<file path="src/rtl/filter_pkg.sv">
// ---------------------------------------------------------------------------
// filter_pkg
// Shared definitions for the adaptive filter and its output conditioner.
//   - default word lengths of the filter output sample and conditioned word
//   - cond_state_t : conditioner FSM state (SETTLE while the filter recovers
//                    from a mode change, RUN otherwise)
//   - sat_signed() : clamp a signed value to a signed field of a given width
// ---------------------------------------------------------------------------
package filter_pkg;

   localparam int IN_WL_DEFAULT         = 24;  // filter accumulator word length
   localparam int IN_FL_DEFAULT         = 10;  // filter accumulator fractional bits
   localparam int OUT_WL_DEFAULT        = 14;  // conditioned output word length
   localparam int SETTLE_CYCLES_DEFAULT = 16;  // valid samples blanked after a mode change
   localparam int SAT_CNT_WL_DEFAULT    = 16;  // saturation event counter width

   typedef enum logic {
      SETTLE = 1'b0,
      RUN    = 1'b1
   } cond_state_t;

   // Clamp value into the range of a signed integer of 'width' bits.
   // The caller detects clipping by comparing the result with the input.
   function automatic logic signed [63:0] sat_signed(
      input logic signed [63:0] value,
      input int unsigned        width
   );
      logic signed [63:0] max_v;
      logic signed [63:0] min_v;
      max_v = (64'sd1 <<< (width - 1)) - 64'sd1;
      min_v = -(64'sd1 <<< (width - 1));
      if (value > max_v)
         return max_v;
      else if (value < min_v)
         return min_v;
      else
         return value;
   endfunction

endpackage

</file>
<file path="src/rtl/round_sat.sv">
// ---------------------------------------------------------------------------
// round_sat
// Two-stage datapath of the output conditioner.
//   stage 1 : round-half-up from Q(IN_WL-IN_FL).IN_FL to an integer
//   stage 2 : saturate to OUT_WL signed bits, flag clipping, apply blanking
// A blank tag travels alongside each sample; a blanked sample leaves with
// o_valid=0 and zeroed data/flag. Latency 2, one sample per clk, no stall.
// Ports:
//   clk, arst_n  clock / async active-low reset
//   i_valid      input sample valid
//   i_blank      sample is to be suppressed at the output
//   i_data       signed fixed-point sample, IN_WL bits
//   o_valid      output sample valid
//   o_data       rounded/saturated integer, OUT_WL bits (0 when not valid)
//   o_clipped    sample was clipped (0 when not valid)
// ---------------------------------------------------------------------------
module round_sat
   import filter_pkg::*;
#(
   parameter int IN_WL  = IN_WL_DEFAULT,
   parameter int IN_FL  = IN_FL_DEFAULT,
   parameter int OUT_WL = OUT_WL_DEFAULT
) (
   input  logic              clk,
   input  logic              arst_n,
   input  logic              i_valid,
   input  logic              i_blank,
   input  logic [IN_WL-1:0]  i_data,
   output logic              o_valid,
   output logic [OUT_WL-1:0] o_data,
   output logic              o_clipped
);

   // One guard bit makes the half-LSB addition overflow-free.
   localparam logic signed [IN_WL:0] C_HALF = {{IN_WL{1'b0}}, 1'b1} << (IN_FL - 1);

   logic signed [IN_WL:0] w_ext;
   logic signed [IN_WL:0] w_sum;
   logic signed [IN_WL:0] w_rnd;
   logic signed [63:0]    w_wide;
   logic signed [63:0]    w_sat;
   logic                  w_clip;

   logic                  r_s1_valid;
   logic                  r_s1_blank;
   logic signed [IN_WL:0] r_s1_rnd;

   // Adding half an LSB then shifting arithmetically rounds ties toward +inf.
   assign w_ext = {i_data[IN_WL-1], i_data};
   assign w_sum = w_ext + C_HALF;
   assign w_rnd = w_sum >>> IN_FL;

   assign w_wide = 64'(r_s1_rnd);
   assign w_sat  = sat_signed(w_wide, OUT_WL);
   assign w_clip = (w_sat != w_wide);

   // NOTE: sequential state uses non-blocking assignments so every register
   // samples pre-edge values regardless of statement order.
   always_ff @(posedge clk or negedge arst_n) begin
      if (!arst_n) begin
         r_s1_valid <= 1'b0;
         r_s1_blank <= 1'b0;
         r_s1_rnd   <= '0;
      end else begin
         r_s1_valid <= i_valid;
         r_s1_blank <= i_blank;
         r_s1_rnd   <= w_rnd;
      end
   end

   always_ff @(posedge clk or negedge arst_n) begin
      if (!arst_n) begin
         o_valid   <= 1'b0;
         o_data    <= '0;
         o_clipped <= 1'b0;
      end else if (r_s1_valid && !r_s1_blank) begin
         o_valid   <= 1'b1;
         o_data    <= w_sat[OUT_WL-1:0];
         o_clipped <= w_clip;
      end else begin
         // Idle and blanked slots drive zeros rather than holding old data.
         o_valid   <= 1'b0;
         o_data    <= '0;
         o_clipped <= 1'b0;
      end
   end

endmodule

</file>
<file path="src/rtl/filter_out_conditioner.sv">
// ---------------------------------------------------------------------------
// filter_out_conditioner
// Output stage after the adaptive FIR/IIR filter: rounds and saturates each
// accumulator sample to an OUT_WL-bit integer, counts clipped samples and
// blanks the output while the filter settles after a diff<->integrator
// mode change (its delay line and feedback still hold stale state).
// Ports:
//   clk       clock
//   arst_n    async active-low reset (deassertion synchronised outside)
//   ctrl      filter mode (0 diff, 1 integrator); any toggle restarts settling
//   s_tvalid  input sample valid
//   s_tdata   filter sample, signed Q(IN_WL-IN_FL).IN_FL
//   sat_clr   synchronous clear of sat_cnt, wins over increment
//   m_tvalid  output sample valid (2 clk after input unless blanked)
//   m_tdata   rounded/saturated sample, 0 when m_tvalid=0
//   sat_flag  this output sample was clipped, 0 when m_tvalid=0
//   sat_cnt   clipped output samples, sticks at all-ones
//   settling  FSM is in SETTLE
// ---------------------------------------------------------------------------
module filter_out_conditioner
   import filter_pkg::*;
#(
   parameter int IN_WL         = IN_WL_DEFAULT,
   parameter int IN_FL         = IN_FL_DEFAULT,
   parameter int OUT_WL        = OUT_WL_DEFAULT,
   parameter int SETTLE_CYCLES = SETTLE_CYCLES_DEFAULT,
   parameter int SAT_CNT_WL    = SAT_CNT_WL_DEFAULT
) (
   input  logic                  clk,
   input  logic                  arst_n,
   input  logic                  ctrl,
   input  logic                  s_tvalid,
   input  logic [IN_WL-1:0]      s_tdata,
   input  logic                  sat_clr,
   output logic                  m_tvalid,
   output logic [OUT_WL-1:0]     m_tdata,
   output logic                  sat_flag,
   output logic [SAT_CNT_WL-1:0] sat_cnt,
   output logic                  settling
);

   localparam int                CNT_WL   = $clog2(SETTLE_CYCLES + 1);
   localparam logic [CNT_WL-1:0] C_SETTLE = CNT_WL'(SETTLE_CYCLES);
   localparam logic [CNT_WL-1:0] C_ONE    = CNT_WL'(1);

   cond_state_t           r_state;
   cond_state_t           w_state_nxt;
   logic [CNT_WL-1:0]     r_cnt;
   logic [CNT_WL-1:0]     w_cnt_nxt;
   logic                  r_ctrl_q;
   logic                  w_change;
   logic                  w_blank;
   logic [SAT_CNT_WL-1:0] r_sat_cnt;

   // Toggle detect runs every clk, independent of s_tvalid.
   assign w_change = ctrl ^ r_ctrl_q;

   // ---- FSM: state register ----
   always_ff @(posedge clk or negedge arst_n) begin
      if (!arst_n) begin
         r_state  <= SETTLE;
         r_cnt    <= C_SETTLE;
         r_ctrl_q <= 1'b0;
      end else begin
         r_state  <= w_state_nxt;
         r_cnt    <= w_cnt_nxt;
         r_ctrl_q <= ctrl;
      end
   end

   // ---- FSM: next state ----
   // NOTE: every combinational output gets a default first so no path can
   // leave it unassigned and infer a latch.
   always_comb begin
      w_state_nxt = r_state;
      w_cnt_nxt   = r_cnt;
      unique case (r_state)
         RUN: begin
            if (w_change) begin
               w_state_nxt = SETTLE;
               w_cnt_nxt   = C_SETTLE;
            end
         end
         SETTLE: begin
            // A toggle restarts the window even on the would-be last sample.
            if (w_change) begin
               w_cnt_nxt = C_SETTLE;
            end else if (s_tvalid) begin
               w_cnt_nxt = r_cnt - C_ONE;
               if (r_cnt == C_ONE)
                  w_state_nxt = RUN;
            end
         end
         default: ;
      endcase
   end

   // ---- FSM: outputs ----
   // The sample entering stage 1 is tagged with the current state, so the
   // sample coincident with a toggle in RUN still passes.
   always_comb begin
      settling = (r_state == SETTLE);
      w_blank  = (r_state == SETTLE);
   end

   round_sat #(
      .IN_WL  (IN_WL),
      .IN_FL  (IN_FL),
      .OUT_WL (OUT_WL)
   ) u_round_sat (
      .clk       (clk),
      .arst_n    (arst_n),
      .i_valid   (s_tvalid),
      .i_blank   (w_blank),
      .i_data    (s_tdata),
      .o_valid   (m_tvalid),
      .o_data    (m_tdata),
      .o_clipped (sat_flag)
   );

   // Saturation event counter; sat_clr has priority, all-ones is sticky.
   always_ff @(posedge clk or negedge arst_n) begin
      if (!arst_n)
         r_sat_cnt <= '0;
      else if (sat_clr)
         r_sat_cnt <= '0;
      else if (m_tvalid && sat_flag && (r_sat_cnt != '1))
         r_sat_cnt <= r_sat_cnt + SAT_CNT_WL'(1);
   end

   assign sat_cnt = r_sat_cnt;

endmodule

</file>
<file path="config.mk">
export PLATFORM = sky130hd
export DESIGN_NAME = filter_out_conditioner
export DESIGN_NICKNAME = d
export VERILOG_FILES = /design/src/rtl/filter_pkg.sv /design/src/rtl/round_sat.sv /design/src/rtl/filter_out_conditioner.sv
export SDC_FILE = /design/constraint.sdc
export NUM_CORES = 1
export LEC_CHECK = 0
export CELL_PAD_IN_SITES_DETAIL_PLACEMENT = 2
export CELL_PAD_IN_SITES_GLOBAL_PLACEMENT = 2
export CORE_MARGIN = 1
export CORE_UTILIZATION = 33
export CTS_CLUSTER_SIZE = 10
export DETAILED_ROUTE_END_ITERATION = 16
export GPL_ROUTABILITY_DRIVEN = 0
export GPL_TIMING_DRIVEN = 0
export PLACE_DENSITY_LB_ADDON = 0.1
export SLEW_MARGIN = 20
export SYNTH_ARGS = -nofsm -noshare
export SYNTH_HDL_FRONTEND = slang
export SYNTH_SLANG_ARGS = --single-unit
</file>
<file path="constraint.sdc">
create_clock -name clk -period 2.8 [get_ports clk]
set_clock_uncertainty 0.05 [all_clocks]
set_input_delay 0.42 -clock clk [delete_from_list [all_inputs] [get_ports clk]]
set_output_delay 0.42 -clock clk [all_outputs]
set_load 0.1 [all_outputs]
</file>
### Yosys cells after proc, flatten, opt, wreduce, memory -nomap -nowiden

Index checks and enable logic that the tools add are counted.

* register bits: 56
* output and inout bits: 33
* word-level logic and storage cells: 44

* add/sub/neg operators: 3
* $lt $le $gt $ge: 2
* equal/unequal tests: 5
* multiplexer cells: 16
* bitwise logic cells: 2
* reduce and logical (&&, ||, !) cells: 6

Operators by type and width (count)
* 64-bit two-way mux: 2
* 64-bit by 15-bit inequality test with 1-bit output: 1
* 16-bit two-way mux: 2
* 24-bit by 11-bit adder with 25-bit output (second input constant): 1
* 16-bit by 1-bit adder with 16-bit output (second input constant): 1
* 16-bit inequality test (second input constant): 1
* 15-bit by 14-bit > comparator with 1-bit output (second input constant): 1
* 15-bit by 14-bit < comparator with 1-bit output (second input constant): 1
* 5-bit two-way mux: 3
* 14-bit two-way mux: 1
* 5-bit case mux with 2 select lines: 1
* 1-bit two-way mux: 6
* 5-bit by 1-bit == test with 1-bit output (second input constant): 1
* 5-bit by 1-bit subtractor with 5-bit output (second input constant): 1
* 1-bit logical AND: 3
* 3-bit inequality test (second input constant): 1
* 2-bit by 1-bit inequality test with 1-bit output (second input constant): 1
* 1-bit case mux with 2 select lines: 1
* 2-bit AND reduction: 1
* 2-bit nonzero test: 1
* 1-bit logical NOT: 1
* 1-bit inverter: 1
* 1-bit XOR: 1

### Longest topological paths before layout

* depth after elaboration: 5
* gate-level depth with buffers: 5

### Cells and area by module

From an unflattened synthesis, not the netlist that was laid out.

* cell total of the unflattened synthesis: 237
* area total of the unflattened synthesis: 2587.5 sq um

By module, submodules not included
* filter_out_conditioner: instances 1, cells each 127, area each 1325.0 sq um, sequential area each 576.8 sq um
* round_sat: instances 1, cells each 110, area each 1262.5 sq um, sequential area each 825.8 sq um

### Least setup slack after synthesis

OpenSTA, ideal clock, no wires.

* kind: register to register
* start point: reg r_sat_cnt[0], in the netlist sat_cnt[0]
* end point: reg r_sat_cnt[12], in the netlist sat_cnt[12]
* setup time: 0.078 ns
* data arrival time: 2.267 ns
* data required time: 2.672 ns
* path slack: 0.405 ns
* stages on the path, launching flop included: 6
* period minus slack after synthesis: 2.395 ns
* cell sequence: dfrtp_1 ha_1 and2_1 nand4_2 or4_1 a21oi_1

* longest elaborated chain between the ends: 3
* elaborated cells between the ends (all ways): 6
* those cells by class: add/sub: 1; eq/ne: 1; mux: 2; reduce/logical: 2

Ends and longest elaborated chain
* from (decl): line filter_out_conditioner.sv:53 `logic [SAT_CNT_WL-1:0] r_sat_cnt;`
* from (signal assigned): line filter_out_conditioner.sv:128 `r_sat_cnt <= r_sat_cnt + SAT_CNT_WL'(1);`
* 16-bit by 1-bit adder with 16-bit output / 16-bit inequality test (equally long branches): line filter_out_conditioner.sv:128, filter_out_conditioner.sv:127
* 16-bit two-way mux / 1-bit logical AND (equally long branches): line filter_out_conditioner.sv:127 `else if (m_tvalid && sat_flag && (r_sat_cnt != '1))`
* 16-bit two-way mux / 2-bit nonzero test (equally long branches)

Several ways; a longest one is shown, not always the timed one. The select of a mux whose other input is x is not followed.
A chain may end at the register's enable or synchronous reset.

### Worst setup path after layout

* start point: reg r_sat_cnt[6], in the netlist sat_cnt[6]
* end point: out sat_cnt[6]

RTL lines
* to (decl): line filter_out_conditioner.sv:38 `output logic [SAT_CNT_WL-1:0] sat_cnt,`

No word-level cell between the ends.

==> metrics <==
CTS tree built; delay-heaviest family, CP buffers and inverters; Max Cap Violations 0; CORE AREA ~0.0074 mm2; CTS HTree Levels 2; Core Rows 31; Buffers on Ports 52; post-DR vias/cell a little under 5; Final Hold Viols 0; Die Height 89.8 um; final wirelength between 6000 and 7000 um; main area contributors after synthesis dfrtp_1, nor2_1, xnor2_1, mux2_2, nand2_1; Arr. time, crit path approximately 2000 ps; LEAKAGE roughly 1.4 nW; hold depth 1; wire per inst approximately 15 um; # diodes 0; via count between 1500 and 2000; Post-DP HPWL ~4600 um; fraction of registers with async set/reset 100%; share of the synthesized area in the top cell type a little over half; Post-route DRC 0; pwr/cell area 454 mW/mm2; final worst-path cycle share 88.3%; CP bufs+invs 1; Max VDD drop between 0.2 and 0.25 mV; worst endpoint required time about 2300 ps; Crit Path Max Fanout 6; slowest stage delay, CP approximately 1200 ps; # nets final 334; share of layout cells above drive strength 1 about 8.3%; synth cell count leaders dfrtp_1, nor2_1, nand2_1, a21oi_1, xnor2_1; reg2reg path depth 5; Hold Crit Start r_state; Die X roughly 90 um; Mapped Cells 240; largest net degree at the start of global routing 50; Worst-Margin Slew 985 ps; worst hold path class reg2reg; gr usage total between 15 and 20%; # setup viols final 0; minimum hold slack about 400 ps; Filler Cell Count between 700 and 800; post-synthesis register bit count 56; total congestion overflow 0; Layout area overhead 30.3%; I/O pin cnt slightly above 60; crit-path cells clkdlybuf4s50_1; initial antenna violation count 0; TritonRoute pass-1 iters 3; Setup crit end kind primary output; Root Driver clkbuf_8; starting density of the core ~35%; Synthesis Warnings 0; EDFF count, synth 0; RSZ-0062 raised after global routing false; Slew Viols, Final 0; min Tclk post-route around 2500 ps; Crit Path Category reg2out; post-synthesis sequential area ratio a little under three fifths; placed inst area between 0.003 and 0.004 mm2; Synth cell types 40; Reg clk slew, reported paths ~110 ps; Clock Latency Late Sink 310 ps; Worst R2R Setup Slack between 900 and 1000 ps; vias in the first global route about 2100; total power roughly 1.5 mW; Worst Hold Endpoint u_round_sat.r_s1_blank; Post-Syn Area ~0.0025 mm2; origin of the critical flop-to-flop path sat_cnt[0]; Avg Synthesized Cell Area around 11 um2; initial DRC count roughly 70; final instance area roughly 0.0033 mm2; Clock Path Buffers 2; Critical Path Source Type flop; CTS sink cnt 56; antenna viol nets, final 0; Slew headroom 34.1%; top_reg_cell synth dfrtp_1; syn_nets roughly 270; die area just over 0.008 mm2; cell taking the most area after synthesis dfrtp_1; total CTS buffers 5; Fmax achieved approximately 400 MHz; Worst R2R End sat_cnt[12]; first-pass GRT wire length 10500 um; most frequent cell after synthesis dfrtp_1; CP max-delay cell clkdlybuf4s50_1; run status finished, final reports clean
-- metal layers --
metal	part of all wire (%)	routed length [um]	vias to the layer above	track usage (%)
li1	-	-	940	-
met1	45	2720	997	20.4
met2	51	3060	34	28.2
met3	3.1	187	5	3.05
met4	1.5	89	0	6.15
met5	0	0	-	0
-- flip-flops by register name, summed over array words and instances (netlist names) --
signal                  cells
u_round_sat.o_data         14
r_cnt                       5
u_round_sat.r_s1_rnd       15
sat_cnt                    16
u_round_sat.r_s1_blank      1
r_ctrl_q                    1
u_round_sat.o_clipped       1
u_round_sat.o_valid         1
u_round_sat.r_s1_valid      1
r_state                     1
-- placed cells by master (no fill, tap or decap), types with 3 or more instances in the layout --
cell type,synthesis,final
dfrtp_1,55,55
nand4_1,4,4
nor2_1,40,40
inv_1,5,5
xor2_1,6,6
nand2b_1,6,6
nand3_1,11,11
a21oi_1,12,12
nor3_1,4,4
clkbuf_8,0,6
ha_1,4,4
nor2b_1,9,9
nand2_1,17,17
and2_1,3,3
clkdlybuf4s50_1,0,51
and3_1,5,5
xnor2_1,12,12
o31ai_1,5,5
clkbuf_1,5,5
or4_1,5,5
mux2_2,6,6
-- report_power, final --
part	internal (mW)	total [mW]	leakage, nW	switching (mW)
sequential	0.845	0.866	0.731	0.0208
clock	0.198	0.457	0.0510	0.259
combinational	0.0771	0.184	0.644	0.107
-- worst max-delay path by stage --
stage,start,end,cells past startpoint
3_3_place_gp,arst_n,u_round_sat.r_s1_rnd[8],1
4_1_cts,sat_cnt[6],sat_cnt[6],1
5_1_grt,sat_cnt[6],sat_cnt[6],1
6_report,sat_cnt[6],sat_cnt[6],1
3_5_place_dp,s_tdata[11],u_round_sat.r_s1_rnd[12],5
2_1_floorplan,sat_cnt[0],sat_cnt[12],5
-- metrics by stage --
step	instances	setup slack (ps)	util, %	setup TNS, ps
6_report	401	329	45.0	0
4_1_cts	401	312	45.0	0
5_1_grt	401	256	45.0	0
2_1_floorplan	240	405	-	0
3_5_place_dp	392	566	43.6	0
3_3_place_gp	391	-592	43.3	-32300
-- logic make-up (layout without fill, tap and decap cells) --
kind of cell	after synthesis	after routing	share of synthesized area (%)
and+or+nand+nor	117	117	25.3
DFF	56	56	55.1
AOI/OAI and AO/OA	27	27	6.69
xor gates and xnor gates	18	18	6.19
buffers and inverters	11	73	1.67
muxes	7	7	3.05
adders and majority gates	4	4	1.97
-- cell type report --
cell class	count	area, um2	area share, %
Clock inverter	2	10.0	0.302
Multi-Input combinational cell	173	1100	33.2
Buffer	6	23.8	0.717
Inverter	5	18.8	0.566
Clock buffer	6	82.6	2.49
Timing Repair Buffer	54	556	16.7
Tap cell	99	124	3.73
Sequential cell	56	1400	42.3
-- repair_timing --
item / in CTS / in global routing
hold endpoints to repair: 7 / 0
resized for setup: 0 / 0
setup buffers: 0 / 0
hold buffers: 1 / 0
Power figures use the tool's default switching activity.
